--- src/rtl/block_transpose_buf_if.sv ---
// ============================================================================
// Module  : block_transpose_buf_if
// Brief   : Stream-in / stream-out handshake bundle for block_transpose_buf.
// Revision: 1.0  initial release
// ============================================================================
`default_nettype none

interface block_transpose_buf_if #(
  parameter int DW = 8
);
  logic          mode;
  logic          in_valid;
  logic [DW-1:0] in_data;
  logic          in_ready;
  logic          out_valid;
  logic [DW-1:0] out_data;
  logic          out_ready;
  logic          out_last;
  logic [15:0]   blk_count;

  modport master (
    output mode, in_valid, in_data, out_ready,
    input  in_ready, out_valid, out_data, out_last, blk_count
  );

  modport slave (
    input  mode, in_valid, in_data, out_ready,
    output in_ready, out_valid, out_data, out_last, blk_count
  );
endinterface

`default_nettype wire

--- src/rtl/block_transpose_buf.sv ---
// ============================================================================
// Module  : block_transpose_buf
// Brief   : N x N block buffer; loads row-major, unloads raster or transposed.
// Revision: 1.0  initial release
// ============================================================================
`default_nettype none

module block_transpose_buf #(
  parameter int DW = 8,
  parameter int N  = 8,
  parameter int AW = $clog2(N*N)
) (
  input  logic                 clk,
  input  logic                 reset,
  block_transpose_buf_if.slave bus
);

  localparam int            LN       = $clog2(N);
  localparam int            DEPTH    = N * N;
  localparam logic [AW-1:0] LAST_IDX = AW'(DEPTH - 1);

  localparam logic [0:0] ST_LOAD   = 1'b0;
  localparam logic [0:0] ST_UNLOAD = 1'b1;

  logic [0:0]    r_state;
  logic [0:0]    w_state_nxt;
  logic [AW-1:0] r_wr_idx;
  logic [AW-1:0] r_rd_idx;
  logic [AW-1:0] w_rd_addr;
  logic [LN-1:0] w_row;
  logic [LN-1:0] w_col;
  logic          r_mode;
  logic [15:0]   r_blk_count;
  logic [DW-1:0] r_mem [DEPTH];

  logic w_in_ready;
  logic w_out_valid;
  logic w_out_last;
  logic w_in_fire;
  logic w_out_fire;

  assign w_in_fire  = bus.in_valid  & w_in_ready;
  assign w_out_fire = w_out_valid   & bus.out_ready;

  // State register
  always_ff @(posedge clk) begin
    if (reset) begin
      r_state <= ST_LOAD;
    end else begin
      r_state <= w_state_nxt;
    end
  end

  // Next-state logic
  always_comb begin
    w_state_nxt = r_state;
    case (r_state)
      ST_LOAD: begin
        if (w_in_fire && (r_wr_idx == LAST_IDX)) begin
          w_state_nxt = ST_UNLOAD;
        end
      end
      ST_UNLOAD: begin
        if (w_out_fire && (r_rd_idx == LAST_IDX)) begin
          w_state_nxt = ST_LOAD;
        end
      end
      default: w_state_nxt = ST_LOAD;
    endcase
  end

  // Output decode
  always_comb begin
    w_in_ready  = 1'b0;
    w_out_valid = 1'b0;
    w_out_last  = 1'b0;
    case (r_state)
      ST_LOAD: begin
        w_in_ready = 1'b1;
      end
      ST_UNLOAD: begin
        w_out_valid = 1'b1;
        w_out_last  = (r_rd_idx == LAST_IDX);
      end
      default: begin
        w_in_ready = 1'b1;
      end
    endcase
  end

  // Indices, mode capture and block counter
  always_ff @(posedge clk) begin
    if (reset) begin
      r_wr_idx    <= '0;
      r_rd_idx    <= '0;
      r_mode      <= 1'b0;
      r_blk_count <= 16'd0;
    end else begin
      if (w_in_fire) begin
        r_wr_idx <= (r_wr_idx == LAST_IDX) ? '0 : r_wr_idx + AW'(1);
        if (r_wr_idx == '0) begin
          r_mode <= bus.mode;
        end
      end
      if (w_out_fire) begin
        if (r_rd_idx == LAST_IDX) begin
          r_rd_idx    <= '0;
          r_blk_count <= r_blk_count + 16'd1;
        end else begin
          r_rd_idx <= r_rd_idx + AW'(1);
        end
      end
    end
  end

  // Storage is deliberately left out of reset; contents only matter once a block is full
  always_ff @(posedge clk) begin
    if (!reset && w_in_fire) begin
      r_mem[r_wr_idx] <= bus.in_data;
    end
  end

  // rd_idx = row*N + col; transposed element lives at col*N + row
  assign w_row     = r_rd_idx[2*LN-1:LN];
  assign w_col     = r_rd_idx[LN-1:0];
  assign w_rd_addr = r_mode ? AW'({w_col, w_row}) : r_rd_idx;

  assign bus.in_ready  = w_in_ready;
  assign bus.out_valid = w_out_valid;
  assign bus.out_last  = w_out_last;
  assign bus.out_data  = r_mem[w_rd_addr];
  assign bus.blk_count = r_blk_count;

endmodule

`default_nettype wire

--- src/flat_wrapper.sv ---
// flat-port wrapper written by rule: the top's interface ports become plain ports
module block_transpose_buf_flat 
#(
  parameter int DW = 8,
  parameter int N  = 8,
  parameter int AW = $clog2(N*N)
)
  (clk, reset, bus_mode, bus_in_valid, bus_in_data, bus_out_ready, bus_in_ready, bus_out_valid, bus_out_data, bus_out_last, bus_blk_count);
  block_transpose_buf_if #(.DW(DW)) bus_i ();
  input  logic clk;
  input  logic reset;
  input wire logic [$bits(bus_i.mode)-1:0] bus_mode;
  input wire logic [$bits(bus_i.in_valid)-1:0] bus_in_valid;
  input wire logic [$bits(bus_i.in_data)-1:0] bus_in_data;
  input wire logic [$bits(bus_i.out_ready)-1:0] bus_out_ready;
  output wire logic [$bits(bus_i.in_ready)-1:0] bus_in_ready;
  output wire logic [$bits(bus_i.out_valid)-1:0] bus_out_valid;
  output wire logic [$bits(bus_i.out_data)-1:0] bus_out_data;
  output wire logic [$bits(bus_i.out_last)-1:0] bus_out_last;
  output wire logic [$bits(bus_i.blk_count)-1:0] bus_blk_count;
  assign bus_i.mode = bus_mode;
  assign bus_i.in_valid = bus_in_valid;
  assign bus_i.in_data = bus_in_data;
  assign bus_i.out_ready = bus_out_ready;
  assign bus_in_ready = bus_i.in_ready;
  assign bus_out_valid = bus_i.out_valid;
  assign bus_out_data = bus_i.out_data;
  assign bus_out_last = bus_i.out_last;
  assign bus_blk_count = bus_i.blk_count;
  block_transpose_buf #(.DW(DW), .N(N), .AW(AW)) u_core (.clk(clk), .reset(reset), .bus(bus_i));
endmodule
--- config.mk ---
export PLATFORM = sky130hd
export DESIGN_NAME = block_transpose_buf_flat
export DESIGN_NICKNAME = d
export VERILOG_FILES = /design/src/rtl/block_transpose_buf_if.sv /design/src/rtl/block_transpose_buf.sv /design/src/flat_wrapper.sv
export SDC_FILE = /design/constraint.sdc
export NUM_CORES = 1
export LEC_CHECK = 0
export BUFFER_PORTS_ARGS = -buffer_cell sky130_fd_sc_hd__buf_2
export CAP_MARGIN = 20
export CELL_PAD_IN_SITES_DETAIL_PLACEMENT = 1
export CELL_PAD_IN_SITES_GLOBAL_PLACEMENT = 1
export CORE_MARGIN = 2
export CORE_UTILIZATION = 30
export DETAILED_ROUTE_END_ITERATION = 8
export PLACE_DENSITY_LB_ADDON = 0.1
export SLEW_MARGIN = 20
export SYNTH_ARGS = -nofsm -noshare
export SYNTH_HDL_FRONTEND = slang
export SYNTH_SLANG_ARGS = --single-unit
--- constraint.sdc ---
create_clock -name clk -period 3.8 [get_ports clk]
set_input_delay 0.57 -clock clk [delete_from_list [all_inputs] [get_ports clk]]
set_output_delay 0.57 -clock clk [all_outputs]
set_load 0.01 [all_outputs]
; ---- After elaboration in Yosys (flattened, before gate mapping)
; Memories as Yosys holds them, arrays and structs flattened.
; Index checks and enable logic that the tools add are counted.
[word_totals]
register_bits = 30
mem_bits_rw = 512
in_bits = 13
out_inout_bits = 27
elab_cells = 32
memories = 1
[mem_list]
columns = name, words, word_bits, read_ports, rd_clocked_by_memory_dff, wr, line
row1 = u_core.r_mem, 64, 8, 1, 0, 1, block_transpose_buf.sv:34  ; logic [DW-1:0] r_mem [DEPTH];
[op_classes]
add_sub_neg = 3
n_eq_ne = 2
n_mux = 11
bitwise = 3
reduce_logical = 7
[ops]
columns = op, count
row1 = $mux 6, 3
row2 = $add 16x1->16 const B, 1
row3 = $add 6x1->6 const B, 2
row4 = $eq 6x6->1 const B, 2
row5 = $mux 1, 7
row6 = $logic_not 6->1, 1
row7 = $reduce_and 2->1, 2
row8 = $logic_and 1x1->1, 3
row9 = $and 1x1->1, 2
row10 = $pmux 1 s2, 1
row11 = $logic_not 1->1, 1
row12 = $not 1->1, 1

; ---- Depth between registers and ports, before layout
; Gate-level depths: netlist (run 1).
[depth]
ltp_word = 5
mapped_depth = 10
ltp_nobuf = 7

; ---- Worst setup path after synthesis (run 1)
; Ideal clock, no wire load.
[synth_timing]
path_kind = register to output
start = reg u_core.r_rd_idx[1]
end = out bus_out_data[0]
arrival_ns = 1.903
required_ns = 3.230
setup_slack_ns = 1.327
stages_incl_launch_ff = 10
n_path_buf = 3
cell_sequence = dfxtp_1 > buf_2 > nor2_1 > buf_2 > buf_1 > a22oi_1 > o22ai_1 > o21ai_0 > nand4_1 > nor4_1
[synth_between]
elab_chain_len = 2
[synth_rtl]
columns = element, line
row1 = "start, declared", block_transpose_buf.sv:28  ; logic [AW-1:0] r_rd_idx;
row2 = "start signal, assigned", block_transpose_buf.sv:110  ; r_rd_idx <= r_rd_idx + AW'(1);
row3 = $mux 6, block_transpose_buf.sv:126  ; assign w_rd_addr = r_mode ? AW'({w_col, w_row}) : r_rd_idx;
row4 = $mem_v2 64x8, --
row5 = "end, declared", flat_wrapper.sv:18  ; output wire logic [$bits(bus_i.out_data)-1:0] bus_out_data;
; No other way between the ends.

; ---- Worst setup path in the final report (run 1)
[layout_timing]
start = reg u_core.r_mode
end = out bus_out_data[7]
[layout_between]
elab_chain_len = 2
[layout_rtl]
columns = element, line
row1 = "start, declared", block_transpose_buf.sv:32  ; logic r_mode;
row2 = "start signal, assigned", block_transpose_buf.sv:102  ; r_mode <= bus.mode;
row3 = $mux 6, block_transpose_buf.sv:126
row4 = $mem_v2 64x8, --
; No other way between the ends.

==> results of run 1 <==
==> where the power goes <==
part	leakage, nW	internal [mW]	switching [mW]	total, mW
Sequential	4.85	6.54	0.0133	6.55
Combinational	4.88	0.239	0.470	0.709
Clock	1.01	3.57	2.59	6.16
==> final cells by class <==
type	count	area (um^2)	area share [%]
Clock buffer	94	1820	5.82
Clock inverter	28	243	0.776
Inverter	71	267	0.853
Multi-Input combinational cell	1389	9230	29.5
Sequential cell	542	16000	51.2
Tap cell	1080	1350	4.32
Timing Repair Buffer	250	2350	7.52
==> worst max-delay path, cell delays in order, from the launching register on <==
cell,delay (ns)
dfxtp_4,0.40
buf_6,0.15
nor2b_4,0.10
buf_12,0.15
clkbuf_16,0.22
a22oi_2,0.25
o22ai_1,0.11
o21ai_1,0.15
buf_4,0.14
nand4_1,0.20
nor4_4,0.47
buf_2,0.22
==> Yosys cell counts, types with 3 or more instances <==
library cell    n
o21ai_1         9
buf_1          18
buf_6           5
mux2i_1         3
inv_1          71
nor3_1         28
o221ai_1       33
nand2b_1      387
o22ai_1        79
o21ai_0       184
nand3_1        13
o31ai_1        16
nor2_1        106
xor2_1         14
a21oi_1       104
a22oi_1       228
xnor2_1         7
buf_2          50
a31oi_1         4
buf_4           5
clkbuf_1       76
edfxtp_1      512
or3_1           4
nand4_1        20
nor4_1          8
nor2b_1         6
dfxtp_1        30
and2_1          5
a221oi_1       14
ha_1            4
nand2_1        86
==> registers in the layout, indices dropped and copies added, names as in the netlist <==
register	count
u_core.bus.blk_count	16
u_core.r_mem	512
u_core.r_mode	1
u_core.r_rd_idx	6
u_core.r_state	1
u_core.r_wr_idx	6
==> what timing repair did <==
| action | 4_1_cts | 5_1_grt |
|---|---|---|
| endpoints found under the setup margin | 8 | 8 |
| pin swaps | 15 | 42 |
| resized for setup | 101 | 115 |
| setup buffers | 15 | 15 |
| gates cloned | 8 | 4 |
==> per-layer routing <==
metal	up-vias	wire [um]	global-route usage (%)
met5	-	0	0
met4	0	1760	4.38
met3	87	3470	2.31
met2	325	44300	35.3
met1	9654	41900	28.4
li1	8437	-	-
==> worst max-delay path by stage <==
stage                       to  slack [ns]  cells past startpoint
2_1_floorplan  bus_out_data[0]        1.33                      9
3_3_place_gp   bus_out_data[7]       -0.12                      9
3_5_place_dp   bus_out_data[7]       -0.07                      9
4_1_cts        bus_out_data[7]       -0.02                     10
5_1_grt        bus_out_data[5]       -0.02                     11
6_report       bus_out_data[7]        0.04                     11
==> through the flow <==
step	hold slack (ns)	worst slack [ns]	power, mW	TNS [ns]	instance area, um^2
3_3_place_gp	0.482	-0.117	7.28	-0.117	27700
4_1_cts	0.257	-0.0240	13.5	-0.0240	30600
5_1_grt	0.290	-0.0250	13.9	-0.0574	31300
3_5_place_dp	0.494	-0.0718	7.29	-0.0718	27700
6_report	0.297	0.0360	13.4	0	31300
2_1_floorplan	0.508	1.33	6.93	0	25300
==> cells in the final DEF, fill, tap and decap left out, types with 5 or more instances in the layout <==
cell / n
edfxtp_1: 512
nand2b_1: 386
buf_4: 167
a22oi_1: 162
o21ai_0: 148
a21oi_1: 103
nor2_1: 100
nand2_1: 86
clkbuf_16: 73
inv_1: 71
o22ai_1: 67
a22oi_2: 66
buf_2: 39
o221ai_1: 28
o21ai_1: 25
clkbuf_1: 25
dfxtp_1: 24
o21ai_2: 21
buf_12: 21
nand4_1: 20
nor3_1: 16
xor2_1: 14
nand3_1: 13
o31ai_1: 12
o22ai_2: 12
clkinv_2: 12
a221oi_1: 9
nor3_2: 8
buf_6: 8
xnor2_1: 7
clkinv_1: 7
buf_16: 6
o221ai_2: 5
nor4_4: 5
nor2_2: 5
dfxtp_4: 5
==> cells by family after synthesis <==
group | after synthesis
XOR/XNOR | 21
buffers and inverters | 226
flip-flops | 542
AND/OR/NAND/NOR | 678
adder cells (fa/ha/maj) | 4
AO/OA/AOI/OAI | 679
multiplexers | 5
==> reports/qor.txt, run 1 <==
worst-margin pin slew: 0.962 ns
CTS max path bufs: 3
WHS Endpoint: u_core.r_mode$_SDFFE_PP0P_
Adder-Cell Fraction of Synth Area: 0.198%
row count: 106
post-route minimum period: 3.76 ns
pin count of the biggest net entering global routing: 82
cell count of the worst reg-to-reg path: 6
Max Clock Skew: 0.0206 ns
filler instances: 8923
CTS tree: yes
maximum vdd drop: 271 uV
initial DRC count: 1277
worst hold path cell count: 3
Routed WL per cell: 26.5 um
reg2reg start: u_core.r_state$_SDFF_PP0_
Async SR Flop Fraction: 0%
syn nets: 2172
die height: 294 um
CP Class: flop to primary output
DR DRC count: 0
die width: 294 um
CP arrival: 3.19 ns
Slew Viols, Final: 0
placeable core area: 83600 um^2
vias per cell: 5.36
fin crit share: 99.1%
Main synth FF type: edfxtp_1
Final HPWL DP: 54600 um
mux share of post-synthesis cell area: 0.208%
CP endpoint kind: primary output
startpoint class of the critical path: flop
largest family of logic cells by synthesized area: compound AO/OA/AOI/OAI gates
syn_area_per_cell: 11.7 um^2
xor and xnor area share after synthesis: 0.727%
placed insts: 3292
Slew HR: 35.8%
vias: 18503
Static Leak: 10.7 nW
vias in the first global route: 19241
Max Fclk: 0.266 GHz
Max-cap violations: 0
CTS Hold Bufs: 0
Antenna Violating Nets Remaining: 0
pwr/cell area: 429 nW/um^2
Worst-path clk slew: 0.06 ns
Root Buffer: clkbuf_16
worst reg-to-reg setup slack: 0.82 ns
diode count: 0
IO Count: 40
largest area contributor in the netlist: edfxtp_1
number of I/O port buffers: 39
Netlist Area Pre-Place: 25300 um^2
Cells after Synth: 2155
FF-to-FF End: u_core.r_mem[0][4]$_DFFE_PP_
Total GRT Usage: 20.7%
H-tree levels: 3
Syn-to-layout area delta: 23.5%
Fin. Hold Viols: 0
fin util: 37.4%
critical path fanouts, max: 27
# clock sinks: 542
CTS buffer count: 67
hold_sp: bus_mode
overflow left after global routing: 0
DRT Pass-1 Iters: 5
Netlist cell types: 50
initial antenna violation count: 0
Final setup viols: 0
Syn. warnings: 0
GP Congestion: 0.773
Worst Path Required: 3.23 ns
EDFF count, synth: 512
Compound-Gate Fraction of Synth Area: 17.1%
final wirelength: 91400 um
layout cells sized above 1: 21.1%
Yosys reg bits: 542
RSZ-0062 raised after global routing: true
clk_lat worst skew: 0.60 ns
Initial Util: 30.3%
Hold Path Class: input port to flop
outcome: finished clean
Post-Layout Cell Count: 3454
full die area: 86700 um^2
nets: 2338
Worst Setup SP: u_core.r_mode$_SDFFE_PP0P_
register area share after synthesis: 63.1%
first-pass GRT wire length: 133000 um
area share of and/or/nand/nor cells after synthesis: 14.8%
main area contributors after synthesis: edfxtp_1, nand2b_1, a22oi_1
top-area cell type share of the netlist area: 60.7%
No activity file was read; power rests on OpenSTA's default activity.
==> run 2: changes to the inputs <==
- RECOVER_POWER: not set -> 100
==> reports/qor.txt, run 2 (synthesized netlist as in run 1, its figures left out) <==
outcome: finished, violations left (was finished clean)
failing checks: max-capacitance violations, max-slew violations
CTS max path bufs: 3 (unchanged)
CTS Hold Bufs: 0 (unchanged)
CP Class: flop to primary output (unchanged)
reg2reg start: u_core.r_state$_SDFF_PP0_ (unchanged)
CP endpoint kind: primary output (unchanged)
RSZ-0062 raised after global routing: true (unchanged)
full die area: 86700 um^2 (unchanged)
worst reg-to-reg setup slack: 0.45 ns (was 0.82 ns)
Worst Path Required: 3.23 ns (about the same)
Total GRT Usage: 20.7% (unchanged)
most frequent cells in the layout: edfxtp_1, nand2b_1, a22oi_1 (was edfxtp_1, nand2b_1, buf_4)
startpoint class of the critical path: flop (unchanged)
Root Buffer: clkbuf_16 (unchanged)
layout cells sized above 1: 17.2% (was 21.1%)
Hold Path Class: input port to flop (unchanged)
IO Count: 40 (unchanged)
WP buf/inv: 3 (was 5)
worst hold margin: 0.285 ns (was 0.297 ns)
final wirelength: 91600 um (was 91400 um)
die width: 294 um (unchanged)
Largest register FFs: 512 (unchanged)
# clock sinks: 542 (unchanged)
overflow left after global routing: 0 (unchanged)
Final setup viols: 0 (unchanged)
Initial Util: 30.3% (unchanged)
maximum vdd drop: 272 uV (was 271 uV)
Critical Path Most Common Cell: buf_4
pre-CTS setup slack: -0.0718 ns (unchanged)
DP Area: 27700 um^2 (unchanged)
CTS tree: yes (unchanged)
number of I/O port buffers: 39 (unchanged)
Final HPWL DP: 54600 um (unchanged)
first-pass GRT wire length: 133000 um (unchanged)
pwr/cell area: 434 nW/um^2 (was 429 nW/um^2)
H-tree levels: 3 (unchanged)
placeable core area: 83600 um^2 (unchanged)
Syn-to-layout area delta: 22.2% (was 23.5%)
CP arrival: 3.18 ns (was 3.19 ns)
Fin. Hold Viols: 0 (unchanged)
CP max-delay cell: dfxtp_4 (was nor4_4)
Max Clock Skew: 0.0229 ns (was 0.0206 ns)
Slew HR: -50.8% (was 35.8%)
initial antenna violation count: 0 (unchanged)
clk_lat worst skew: 0.60 ns (about the same)
Max-cap violations: 9 (was 0)
DR DRC count: 0 (unchanged)
hold_sp: bus_mode (unchanged)
worst-margin pin slew: 2.26 ns (was 0.962 ns)
Top reg by flops: u_core.r_mem (unchanged)
WHS Endpoint: u_core.r_mode$_SDFFE_PP0P_ (unchanged)
post-route cell area: 30900 um^2 (was 31300 um^2)
CP Cell Sequence: and2_4 > buf_4 > a22oi_1 > o221ai_1 > o22ai_2 > nor3_2 > nor4_4 > buf_4 > buf_2 (was buf_6 > nor2b_4 > buf_12 > clkbuf_16 > a22oi_2 > o22ai_1 > o21ai_1 > buf_4 > nand4_1 > nor4_4 > buf_2)
Routed WL per cell: 26.5 um (about the same)
FF-to-FF End: u_core.r_mem[40][3]$_DFFE_PP_ (was u_core.r_mem[0][4]$_DFFE_PP_)
pin count of the biggest net entering global routing: 82 (unchanged)
slowest stage delay, CP: 0.40 ns (was 0.47 ns)
fin util: 37.0% (was 37.4%)
vias: 18494 (was 18503)
post-route minimum period: 3.75 ns (was 3.76 ns)
vias per cell: 5.35 (was 5.36)
nets: 2338 (unchanged)
Antenna Violating Nets Remaining: 0 (unchanged)
CTS buffer count: 67 (unchanged)
die height: 294 um (unchanged)
DRT Pass-1 Iters: 5 (unchanged)
row count: 106 (unchanged)
Worst-path clk slew: 0.06 ns (about the same)
commonest non-fill, non-tap cell in the layout: edfxtp_1 (unchanged)
cell count of the worst reg-to-reg path: 8 (was 6)
worst hold path cell count: 3 (unchanged)
diode count: 0 (unchanged)
Max Fclk: 0.267 GHz (was 0.266 GHz)
PnR worst setup slack: 0.0491 ns (was 0.0360 ns)
GP Congestion: 0.773 (unchanged)
fin crit share: 98.7% (was 99.1%)
Pwr Total: 13.4 mW (about the same)
Slew Viols, Final: 445 (was 0)
vias in the first global route: 19241 (unchanged)
Static Leak: 10.4 nW (was 10.7 nW)
initial DRC count: 1317 (was 1277)
CP delay by family, top: compound AO/OA/AOI/OAI gates (was buffers and inverters)
critical path fanouts, max: 24 (was 27)
Worst Setup SP: u_core.r_rd_idx[4]$_SDFFE_PP0N_ (was u_core.r_mode$_SDFFE_PP0P_)
run 2: cell count changes in the layout (fill, tap and decap cells not counted), sizes merged:
cell / delta
buf: -97
clkbuf: +97
run 2: how the worst max path moves through the flow:
stage,endpoint,slack (ns),depth (start not counted)
after floorplan,bus_out_data[0],1.33,9
after global placement,bus_out_data[7],-0.12,9
after detailed placement,bus_out_data[7],-0.07,9
after CTS,bus_out_data[7],-0.02,10
after global routing,bus_out_data[5],-0.02,11
final,bus_out_data[6],0.05,9
run 2: stage by stage:
step	cells	setup TNS [ns]
after floorplan	2155	0
after global placement	3292	-0.117
after detailed placement	3292	-0.0718
after CTS	3437	-0.0240
after global routing	3454	-0.0573
final	3454	0
run 2: power breakdown:
part	internal (mW)	switching [mW]	total [mW]
Combinational	0.233	0.469	0.702
Sequential	6.55	0.0133	6.56
Clock	3.57	2.59	6.16
Total	10.3	3.08	13.4
run 2: repair_timing:
action,in CTS,in global routing
setup buffers,15,15
gates cloned,8,4
endpoints found under the setup margin,8,8
resized for setup,101,115
pin swaps,15,42
run 2: final cells by class:
cell class / instances / area (um^2)
Multi-Input combinational cell: 1389 / 9220
Clock inverter: 28 / 243
Clock buffer: 94 / 1820
Fill cell: 8974 / 52600
Sequential cell: 542 / 16000
Timing Repair Buffer: 250 / 2050
Tap cell: 1080 / 1350
Inverter: 71 / 267
run 2: per-layer routing:
metal | vias to the layer above | wire (um) | global-route usage [%] | share of wire [%]
li1 | 8438 | - | - | -
met1 | 9643 | 42100 | 28.4 | 46
met2 | 322 | 44400 | 35.3 | 49
met3 | 91 | 3290 | 2.31 | 3.6
met4 | 0 | 1770 | 4.38 | 1.9
met5 | - | 0 | 0 | 0
run 2: worst min-delay path, delay by kind of cell:
kind | cells | cell delay (ns)
buffers and inverters | 1 | 0.13
multiplexers | 1 | 0.08
AND/OR/NAND/NOR | 1 | 0.07
